**config.mk**
```make
export PLATFORM = sky130hd
export DESIGN_NAME = bcd_scan_display
export DESIGN_NICKNAME = d
export VERILOG_FILES = /design/src/rtl/bcd_disp_pkg.sv /design/src/rtl/seg7_encode.sv /design/src/rtl/bcd_scan_display.sv
export SDC_FILE = /design/constraint.sdc
export NUM_CORES = 1
export LEC_CHECK = 0
export BUFFER_PORTS_ARGS = -buffer_cell sky130_fd_sc_hd__buf_2
export CORE_UTILIZATION = 50
export CTS_BUF_LIST = sky130_fd_sc_hd__clkbuf_8
export CTS_CLUSTER_DIAMETER = 50
export DETAILED_ROUTE_END_ITERATION = 10
export GPL_TIMING_DRIVEN = 0
export PLACE_DENSITY_LB_ADDON = 0.1
export REMOVE_ABC_BUFFERS = 1
export SETUP_SLACK_MARGIN = 0.2
export SYNTH_ARGS = -nofsm -noshare
export SYNTH_HDL_FRONTEND = slang
export SYNTH_HIERARCHICAL = 1
export SYNTH_SLANG_ARGS = --single-unit
```
**constraint.sdc**
```tcl
create_clock -name clk -period 2.4 [get_ports clk]
set_clock_uncertainty 0.1 [all_clocks]
set_input_delay 0.12 -clock clk [delete_from_list [all_inputs] [get_ports clk]]
set_output_delay 0.12 -clock clk [all_outputs]
set_load 0.05 [all_outputs]
```
**src/rtl/bcd_disp_pkg.sv**
```systemverilog
// bcd_disp_pkg: shared types and glyphs for bcd_scan_display.
// Glyphs are active-high {g,f,e,d,c,b,a}; polarity is applied at the pins.
package bcd_disp_pkg;

  typedef enum logic [1:0] {
    S_IDLE  = 2'd0,
    S_SHIFT = 2'd1,
    S_LATCH = 2'd2
  } state_t;

  localparam logic [6:0] SEG_0     = 7'b0111111;
  localparam logic [6:0] SEG_1     = 7'b0000110;
  localparam logic [6:0] SEG_2     = 7'b1011011;
  localparam logic [6:0] SEG_3     = 7'b1001111;
  localparam logic [6:0] SEG_4     = 7'b1100110;
  localparam logic [6:0] SEG_5     = 7'b1101101;
  localparam logic [6:0] SEG_6     = 7'b1111101;
  localparam logic [6:0] SEG_7     = 7'b0000111;
  localparam logic [6:0] SEG_8     = 7'b1111111;
  localparam logic [6:0] SEG_9     = 7'b1101111;
  localparam logic [6:0] SEG_BLANK = 7'b0000000;
  localparam logic [6:0] SEG_DASH  = 7'b1000000;

endpackage

```
**src/rtl/seg7_encode.sv**
```systemverilog
// seg7_encode: nibble to active-high 7-segment pattern.
// Dash takes priority over blank; nibbles 10-15 render blank.
module seg7_encode
  import bcd_disp_pkg::*;
(
  input  logic [3:0] i_nib,
  input  logic       i_blank,
  input  logic       i_dash,
  output logic [6:0] o_seg
);

  // glyph lookup with dash/blank override
  always_comb begin
    o_seg = SEG_BLANK;
    if (i_dash) begin
      o_seg = SEG_DASH;
    end else if (!i_blank) begin
      case (i_nib)
        4'd0:    o_seg = SEG_0;
        4'd1:    o_seg = SEG_1;
        4'd2:    o_seg = SEG_2;
        4'd3:    o_seg = SEG_3;
        4'd4:    o_seg = SEG_4;
        4'd5:    o_seg = SEG_5;
        4'd6:    o_seg = SEG_6;
        4'd7:    o_seg = SEG_7;
        4'd8:    o_seg = SEG_8;
        4'd9:    o_seg = SEG_9;
        default: o_seg = SEG_BLANK;
      endcase
    end
  end

endmodule

```
**src/rtl/bcd_scan_display.sv**
```systemverilog
// bcd_scan_display: sequential double-dabble plus multiplexed 7-seg scan.
// Optional BCD_OVERFLOW_EN adds a sticky overflow output and dash display.
module bcd_scan_display
  import bcd_disp_pkg::*;
#(
  parameter int WIDTH       = 8,
  parameter int DIGITS      = 4,
  parameter int REFRESH_DIV = 50000,
  parameter bit ACTIVE_LOW  = 1'b1
) (
  input  logic                clk,
  input  logic                reset,
  input  logic [WIDTH-1:0]    value,
  input  logic                load,
  output logic                busy,
  output logic                done,
  output logic [4*DIGITS-1:0] bcd,
  output logic [DIGITS-1:0]   an,
  output logic [6:0]          seg
`ifdef BCD_OVERFLOW_EN
  ,
  output logic                overflow
`endif
);

  localparam int BW = 4 * DIGITS;
  localparam int CW = $clog2(WIDTH + 1);
  localparam int PW = $clog2(REFRESH_DIV);
  localparam int IW = (DIGITS > 1) ? $clog2(DIGITS) : 1;

  state_t            r_state;
  state_t            w_next;
  logic [WIDTH-1:0]  r_shift;
  logic [BW-1:0]     r_scratch;
  logic [BW-1:0]     r_bcd;
  logic [BW-1:0]     w_adj;
  logic [CW-1:0]     r_cnt;
  logic              r_done;
  logic              w_last;
  logic [PW-1:0]     r_pre;
  logic [IW-1:0]     r_idx;
  logic [DIGITS-1:0] w_lz;
  logic [DIGITS-1:0] w_an;
  logic [3:0]        w_nib;
  logic              w_blank;
  logic              w_dash;
  logic [6:0]        w_seg;

`ifdef BCD_OVERFLOW_EN
  logic r_sticky;
  logic r_ovf;
  assign overflow = r_ovf;
  assign w_dash   = r_ovf;
`else
  assign w_dash   = 1'b0;
`endif

  assign w_last = (r_cnt == CW'(WIDTH - 1));

  // FSM state register
  always_ff @(posedge clk or posedge reset) begin
    if (reset) r_state <= S_IDLE;
    else       r_state <= w_next;
  end

  // FSM next state
  always_comb begin
    w_next = r_state;
    case (r_state)
      S_IDLE:  if (load) w_next = S_SHIFT;
      S_SHIFT: if (w_last) w_next = S_LATCH;
      S_LATCH: w_next = S_IDLE;
      default: w_next = S_IDLE;
    endcase
  end

  // add-3 to every scratch nibble >= 5 before the shift
  always_comb begin
    w_adj = r_scratch;
    for (int i = 0; i < DIGITS; i++) begin
      if (r_scratch[4*i +: 4] >= 4'd5)
        w_adj[4*i +: 4] = r_scratch[4*i +: 4] + 4'd3;
    end
  end

  // conversion datapath and display buffer
  always_ff @(posedge clk or posedge reset) begin
    if (reset) begin
      r_shift   <= '0;
      r_scratch <= '0;
      r_cnt     <= '0;
      r_bcd     <= '0;
      r_done    <= 1'b0;
`ifdef BCD_OVERFLOW_EN
      r_sticky  <= 1'b0;
      r_ovf     <= 1'b0;
`endif
    end else begin
      r_done <= 1'b0;
      case (r_state)
        S_IDLE: begin
          if (load) begin
            r_shift   <= value;
            r_scratch <= '0;
            r_cnt     <= '0;
`ifdef BCD_OVERFLOW_EN
            r_sticky  <= 1'b0;
`endif
          end
        end
        S_SHIFT: begin
          r_shift   <= r_shift << 1;
          r_scratch <= BW'({w_adj, r_shift[WIDTH-1]});
          r_cnt     <= r_cnt + CW'(1);
`ifdef BCD_OVERFLOW_EN
          r_sticky  <= r_sticky | w_adj[BW-1];
`endif
        end
        S_LATCH: begin
          r_bcd  <= r_scratch;
          r_done <= 1'b1;
`ifdef BCD_OVERFLOW_EN
          r_ovf  <= r_sticky;
`endif
        end
        default: ;
      endcase
    end
  end

  // refresh prescaler and scan index
  always_ff @(posedge clk or posedge reset) begin
    if (reset) begin
      r_pre <= '0;
      r_idx <= '0;
    end else if (r_pre == PW'(REFRESH_DIV - 1)) begin
      r_pre <= '0;
      if (r_idx == IW'(DIGITS - 1)) r_idx <= '0;
      else                          r_idx <= r_idx + IW'(1);
    end else begin
      r_pre <= r_pre + PW'(1);
    end
  end

  // leading-zero mask: digit i and everything above it is zero
  always_comb begin : lz_scan
    logic v_run;
    v_run = 1'b1;
    w_lz  = '0;
    for (int i = DIGITS - 1; i >= 0; i--) begin
      v_run   = v_run & (r_bcd[4*i +: 4] == 4'd0);
      w_lz[i] = v_run;
    end
  end

  // scan mux: pick digit, anode and blank flag
  always_comb begin
    w_nib   = '0;
    w_an    = '0;
    w_blank = 1'b0;
    for (int i = 0; i < DIGITS; i++) begin
      if (r_idx == IW'(i)) begin
        w_nib   = r_bcd[4*i +: 4];
        w_an[i] = 1'b1;
        w_blank = (i != 0) && w_lz[i];
      end
    end
  end

  seg7_encode u_enc (
    .i_nib   (w_nib),
    .i_blank (w_blank),
    .i_dash  (w_dash),
    .o_seg   (w_seg)
  );

  assign busy = (r_state != S_IDLE);
  assign done = r_done;
  assign bcd  = r_bcd;
  assign an   = ACTIVE_LOW ? ~w_an  : w_an;
  assign seg  = ACTIVE_LOW ? ~w_seg : w_seg;

endmodule

```
==> metrics.txt, run 1 <==
LEAKAGE=2.01 nW; Syn Area/Cell=9.82 um^2; Routed Wire Length=7200 um; Horiz. Die Dim=86.1 um; vias in the first global route=2542; first-pass GRT wire length=12000 um; Slew Limit Fails=0; GRT overflow=0; Final WS setup=-0.376 ns; I/O pin count=40; htree depth=3; R2R Path Start=r_state[0]; final hold vios=0; Avg WL per Cell=14.2 um; DP HPWL=4570 um; Distinct cells, synth=45; Final #Nets=438; Final Setup Violations=7; final setup TNS=-1.85 ns; Placer Congestion=0.756; via density per instance=5.33; CORE AREA=6790 um^2; Clock Sinks=65; via count=2700; RSZ-0062 raised after global routing=true; CP max FO=6; worst slew pin tran=0.879 ns; DRC Markers=0; Max Fclk=360 MHz; max cap viols=0; Worst Setup End Kind=output pin; TritonCTS clock tree=done; Min Clock Period, post-route=2.78 ns; Worst Setup SP=r_idx[0]; All-Layer GR Usage=20.6%; Worst-path clk slew=0.06 ns; synthesized flop and latch total=65; Area Growth Syn to Fin=21.8%; Ys Warns=6; largest net degree at the start of global routing=41; Initial Utilization=52.0%; HP Start=value[0]; initial antenna violation count=0; CTS max path bufs=2; status=complete, but fails checks; failing checks=negative setup slack; required time worst endpoint=2.18 ns; antenna diode count=0; Slew headroom=41.2%; Hold WC Path Type=in2reg; final period utilization=116%; slack of the worst reg-to-reg path=0.33 ns; Placement Rows=30; CTS Root Buffer Type=clkbuf_8; Seq/Total Area, Yosys=46.0%; EDFF count, synth=0; Die Ht=86.1 um; Cells after Synth=360; fin util=63.4%; PD cells=1230 nW/um^2; total CTS buffers=9; crit path kind=reg2out; PortBufs=39; layout cells sized above 1=30.4%; ys async rst share=100%; Worst-Skew Late Latency=0.32 ns; post-route antenna net violation count=0; die area=7410 um^2; VDD IR max=0.525 mV; Initial DRC Count=117; post-synthesis cell area=3530 um^2; WP data arrival=2.56 ns; Setup crit start kind=flop; Top FF cell, synth=dfrtp_1; Detailed Routing Iterations Pass 1=4
-- synth_stat cells (all sizes together) (6+ instances only) --
cell | n | area share [%]
a21oi | 24 | 3.4
buf | 9 | 1.6
clkbuf | 6 | 0.67
dfrtp | 65 | 46
ha | 19 | 6.7
inv | 30 | 3.2
mux2 | 21 | 6.8
nand2 | 34 | 3.6
nand2b | 7 | 1.2
nand3 | 13 | 2.0
nor2 | 18 | 1.9
nor3 | 10 | 1.6
nor3b | 10 | 2.1
o21ai | 30 | 4.2
xnor2 | 12 | 3.0
xor2 | 9 | 2.2
-- where the power goes --
group          internal (mW)  leakage (nW)  switching, mW
clock network          0.409        0.0951          0.370
registers               1.42         0.851          0.381
logic                   1.11          1.06           1.60
total                   2.94          2.01           2.35
-- cells by family after synthesis --
group / after synthesis / share of synthesized area (%)
AOI/OAI and AO/OA: 70 / 11.9
xor gates and xnor gates: 21 / 5.20
adders and majority gates: 19 / 6.73
buffers and inverters: 45 / 5.49
DFF: 65 / 46.0
muxes: 23 / 7.36
other: 1 / 0.106
and+or+nand+nor: 116 / 17.2
-- registers in the layout (all words and copies together) (netlist names) --
signal,cells
bcd,16
done,1
r_cnt,4
r_idx,2
r_pre,16
r_scratch,16
r_shift,8
r_state,2
-- layout by cell type, fill, tap and decap left out, drive strengths merged --
cell type	instances
or2b	1
inv	33
mux2i	2
o21a	1
a22o	4
a21oi	24
nor4b	2
dlygate4sd3	1
nand2	34
xor2	9
mux2	21
ha	19
nand2b	7
nand4	4
buf	50
or4	2
nor3	10
a21o	1
a211o	1
xnor2	12
nor3b	10
or2	3
nand3	13
o31ai	3
a41oi	1
clkbuf	11
nor2b	3
dfrtp	65
conb	2
a311oi	1
and3	1
nand3b	4
o21ai	30
nor4	4
nor2	18
o21bai	1
a211oi	3
-- repair_timing --
action,in CTS,in global routing
pin swaps,11,6
hold buffers,1,0
resized for setup,58,13
setup endpoints to repair,7,28
hold endpoints to repair,25,0
setup buffers,5,5
-- stage by stage --
stage | total power, mW | area, um^2 | hold WS [ns] | setup WS, ns | instances
after floorplan | 3.55 | 3460 | 0.290 | -0.290 | 346
after global placement | 4.02 | 3770 | 0.366 | -0.492 | 481
after detailed placement | 4.09 | 3790 | 0.110 | -0.560 | 482
after CTS | 5.10 | 4190 | 0.0731 | -0.271 | 502
after global routing | 5.66 | 4310 | 0.144 | -0.476 | 507
final | 5.28 | 4310 | 0.0853 | -0.376 | 507
-- final timing paths --
kind	endpoint	cells past startpoint
worst min register to register	r_shift[6]	2
max in group asynchronous	r_scratch[1]	4
worst max-delay path	seg[2]	12
worst max register to register	bcd[4]	2
worst min-delay path	r_shift[0]	5
min in group asynchronous	r_pre[0]	3
-- critical path, stage by stage (launching register included) --
cell and delay, ns:
dfrtp_2 0.46, ha_4 0.20, nand3b_1 0.16, a21oi_2 0.16, a21oi_2 0.05, o21ai_2 0.20, inv_2 0.11, buf_4 0.16
ha_4 0.16, nor3b_1 0.14, nor3_1 0.20, inv_1 0.08, buf_6 0.16
-- cell type report --
| cell class | count | area (um^2) |
|---|---|---|
| fill | 562 | 2490 |
| multi-input combinational | 251 | 1920 |
| sequential | 65 | 1630 |
| timing repair buffer | 51 | 355 |
| clock buffer | 11 | 151 |
| tap | 96 | 120 |
| inverter | 30 | 115 |
| clock inverter | 3 | 11.3 |
-- per-layer routing --
metal  up-vias  wire (um)  part of all wire [%]  global-route usage [%]
li1       1327          -                     -                       -
met1      1290       3490                    48                    29.1
met2        69       3340                    46                    31.6
met3        14        239                   3.3                    4.14
met4         0        127                   1.8                    7.58
met5         -          0                     0                       0
No activity file was read; power rests on OpenSTA's default activity.
==> run 2, diff against run 1 <==
Settings changed: ABC_AREA set to 1.
==> run 2 against run 1 <==
Against the previous run:
- the run still ends with negative setup slack left
- synthesized cell count increased by 34%
- first-iteration DRC count increased by 60%
- die area increased by 2.1%
- global-route usage increased by 3.3 points
- largest power group unchanged
- count of clock-buffer cells in the layout increased by 1
- worst setup slack improved by 0.22 ns
- combinational power decreased by 10%
- clock power increased by 55%
- sequential power decreased by 4%
- flip-flop and latch count unchanged
- largest cell class unchanged
- critical path type unchanged
- cell area increased by 5.0%
- final cell count increased by 28%
==> metrics.txt, run 2 <==
Worst Setup End Kind=output pin; register area=1630 um^2; Clk pwr share=22.6%; DP Worst Slack=-0.441 ns; crit path kind=reg2out; post-route antenna net violation count=0; CP max FO=5; Min Clock Period, post-route=2.55 ns; I/O pin count=40; Worst Setup SP=r_idx[1]; Area contributors post-synth=dfrtp_1 45%, nand2_1 12%, inv_1 8.2%; R2R Path Start=r_state[0]; largest net degree at the start of global routing=39; Initial DRC Count=187; synth cell count leaders=118 x nand2_1, 79 x inv_1, 65 x dfrtp_1; Cells after Synth=482; DP HPWL=5450 um; Max Fclk=391 MHz; Final Setup Violations=7; Area Growth Syn to Fin=25.1%; Die Ht=87.0 um; Detailed Routing Iterations Pass 1=4; max cap viols=0; Comb power frac=45.2%; CTS Root Buffer Type=clkbuf_8; final period utilization=106%; Cell Int Power=3.02 mW; Final WS setup=-0.155 ns; WP data arrival=2.33 ns; Seq/Total Area, Yosys=45.0%; synthesized flop and latch total=65; CTS max path bufs=2; All-Layer GR Usage=23.9%; Routed Wire Length=8070 um; Placement Rows=30; Switch Pwr=2.34 mW; Distinct cells, synth=25; leading cell type in the layout, fill and taps excluded=nand2_1; via count=3263; Ys Warns=6; Syn Area/Cell=7.49 um^2; Seq pwr share=32.2%; sw frac=43.7%; Hold WC Path Type=in2async; initial antenna violation count=0; required time worst endpoint=2.18 ns; Placer Congestion=0.815; die area=7570 um^2; EDFF count, synth=0; Setup crit start kind=flop; PortBufs=39; area occupied by multi-input gates=1740 um^2; worst hold margin=0.310 ns; Fillers=608; Slew Limit Fails=0; status=complete, but fails checks; Clock Sinks=65; failing checks=negative setup slack; vias in the first global route=3093; GRT overflow=0; Worst-Skew Late Latency=0.35 ns; top-count cell post-synth=nand2_1; Horiz. Die Dim=87.0 um; htree depth=3; RSZ-0062 raised after global routing=true; commonest non-fill, non-tap cells in the layout=117 x nand2_1, 73 x inv_1, 64 x dfrtp_1; top-area cell type share of the netlist area=45.0%; Top FF cell, synth=dfrtp_1; layout cells sized above 1=18.7%; worst slew pin tran=0.832 ns; DRC Markers=0; first-pass GRT wire length=14000 um; VDD IR max=0.796 mV; cell accounting for the most synthesized area=dfrtp_1; Initial Utilization=52.6%; LEAKAGE=2.30 nW; Avg WL per Cell=12.5 um; via density per instance=5.04; Slew headroom=44.5%; total CTS buffers=9; antenna diode count=0; Worst-path clk slew=0.07 ns; CORE AREA=6870 um^2; PD cells=1190 nW/um^2; final hold vios=0; ys async rst share=100%; TritonCTS clock tree=done; post-synthesis cell area=3610 um^2; Final #Nets=576
==> run 2: cells by family (layout without fill, tap and decap cells) <==
logic type / count (synthesis) / count (layout) / synth area share (%)
AND/OR/NAND/NOR: 213 / 214 / 23.7
buffers and inverters: 93 / 161 / 10.3
AO/OA/AOI/OAI: 82 / 82 / 12.2
flip-flops: 65 / 65 / 45.0
adder cells (fa/ha/maj): 19 / 19 / 6.58
XOR/XNOR: 9 / 9 / 2.18
other: 1 / 1 / 0.104
==> run 2: worst paths after layout <==
path | endpoint | slack (ns) | depth (start not counted)
setup / recovery | seg[0] | -0.15 | 14
hold / removal | r_pre[0] | 0.31 | 3
setup reg to reg | r_scratch[10] | 0.40 | 7
hold reg to reg | r_state[1] | 0.36 | 1
max in group asynchronous | r_idx[0] | 1.26 | 4
min in group clk | r_state[1] | 0.36 | 1
==> run 2: worst max-delay path, stage by stage, from the launching register on <==
cell      delay [ns]
dfrtp_1         0.41
inv_2           0.08
ha_4            0.19
clkinv_4        0.08
nand3_4         0.07
o21ai_2         0.07
nand2_1         0.09
a22oi_2         0.20
inv_2           0.09
ha_2            0.19
o21ai_2         0.14
nor2_1          0.05
nor2_1          0.11
inv_1           0.06
buf_6           0.15
==> run 2: what timing repair did <==
| item | 4_1_cts | 5_1_grt |
|---|---|---|
| hold buffers | 11 | 0 |
| gates resized for setup | 45 | 9 |
| cloned | 2 | 0 |
| hold endpoints to repair | 36 | 0 |
| setup buffers | 8 | 1 |
| setup endpoints to repair | 14 | 7 |
| pin swaps | 12 | 5 |
==> run 2: metrics by stage <==
step	TNS, ns	instance area [um^2]	total power, mW	util [%]	instances
final	-0.784	4520	5.36	65.8	647
after CTS	-0.783	4480	5.36	65.2	646
after detailed placement	-2.14	3890	3.98	56.6	609
after global placement	-19.45	3870	3.91	56.4	608
after floorplan	-2.49	3560	3.46	-	473
after global routing	-1.82	4520	5.77	65.8	647
==> run 2: power by group through the flow <==
stage | Clock, mW | Sequential [mW] | Combinational [mW]
3_5_place_dp | 0 | 1.74 | 2.24
4_1_cts | 1.23 | 1.72 | 2.41
6_report | 1.21 | 1.73 | 2.42
3_3_place_gp | 0 | 1.73 | 2.18
2_1_floorplan | 0 | 2.00 | 1.46
5_1_grt | 1.27 | 1.78 | 2.73
==> run 2: cell type report <==
cell class	instances	area share, %
well taps	96	2.66
clock buffers	12	3.65
clock inverters	4	2.16
multi-input cells	325	38.4
repair buffers	60	9.83
flip-flops and latches	65	36.0
inverters	84	7.09
repair inverters	1	0.194
==> run 2: routing by layer <==
metal | share of wire [%] | up-vias | track usage [%]
li1 | - | 1644 | -
met1 | 45 | 1543 | 29.4
met2 | 49 | 60 | 40.8
met3 | 3.7 | 16 | 4.55
met4 | 2.3 | 0 | 10.9
met5 | 0 | - | 0
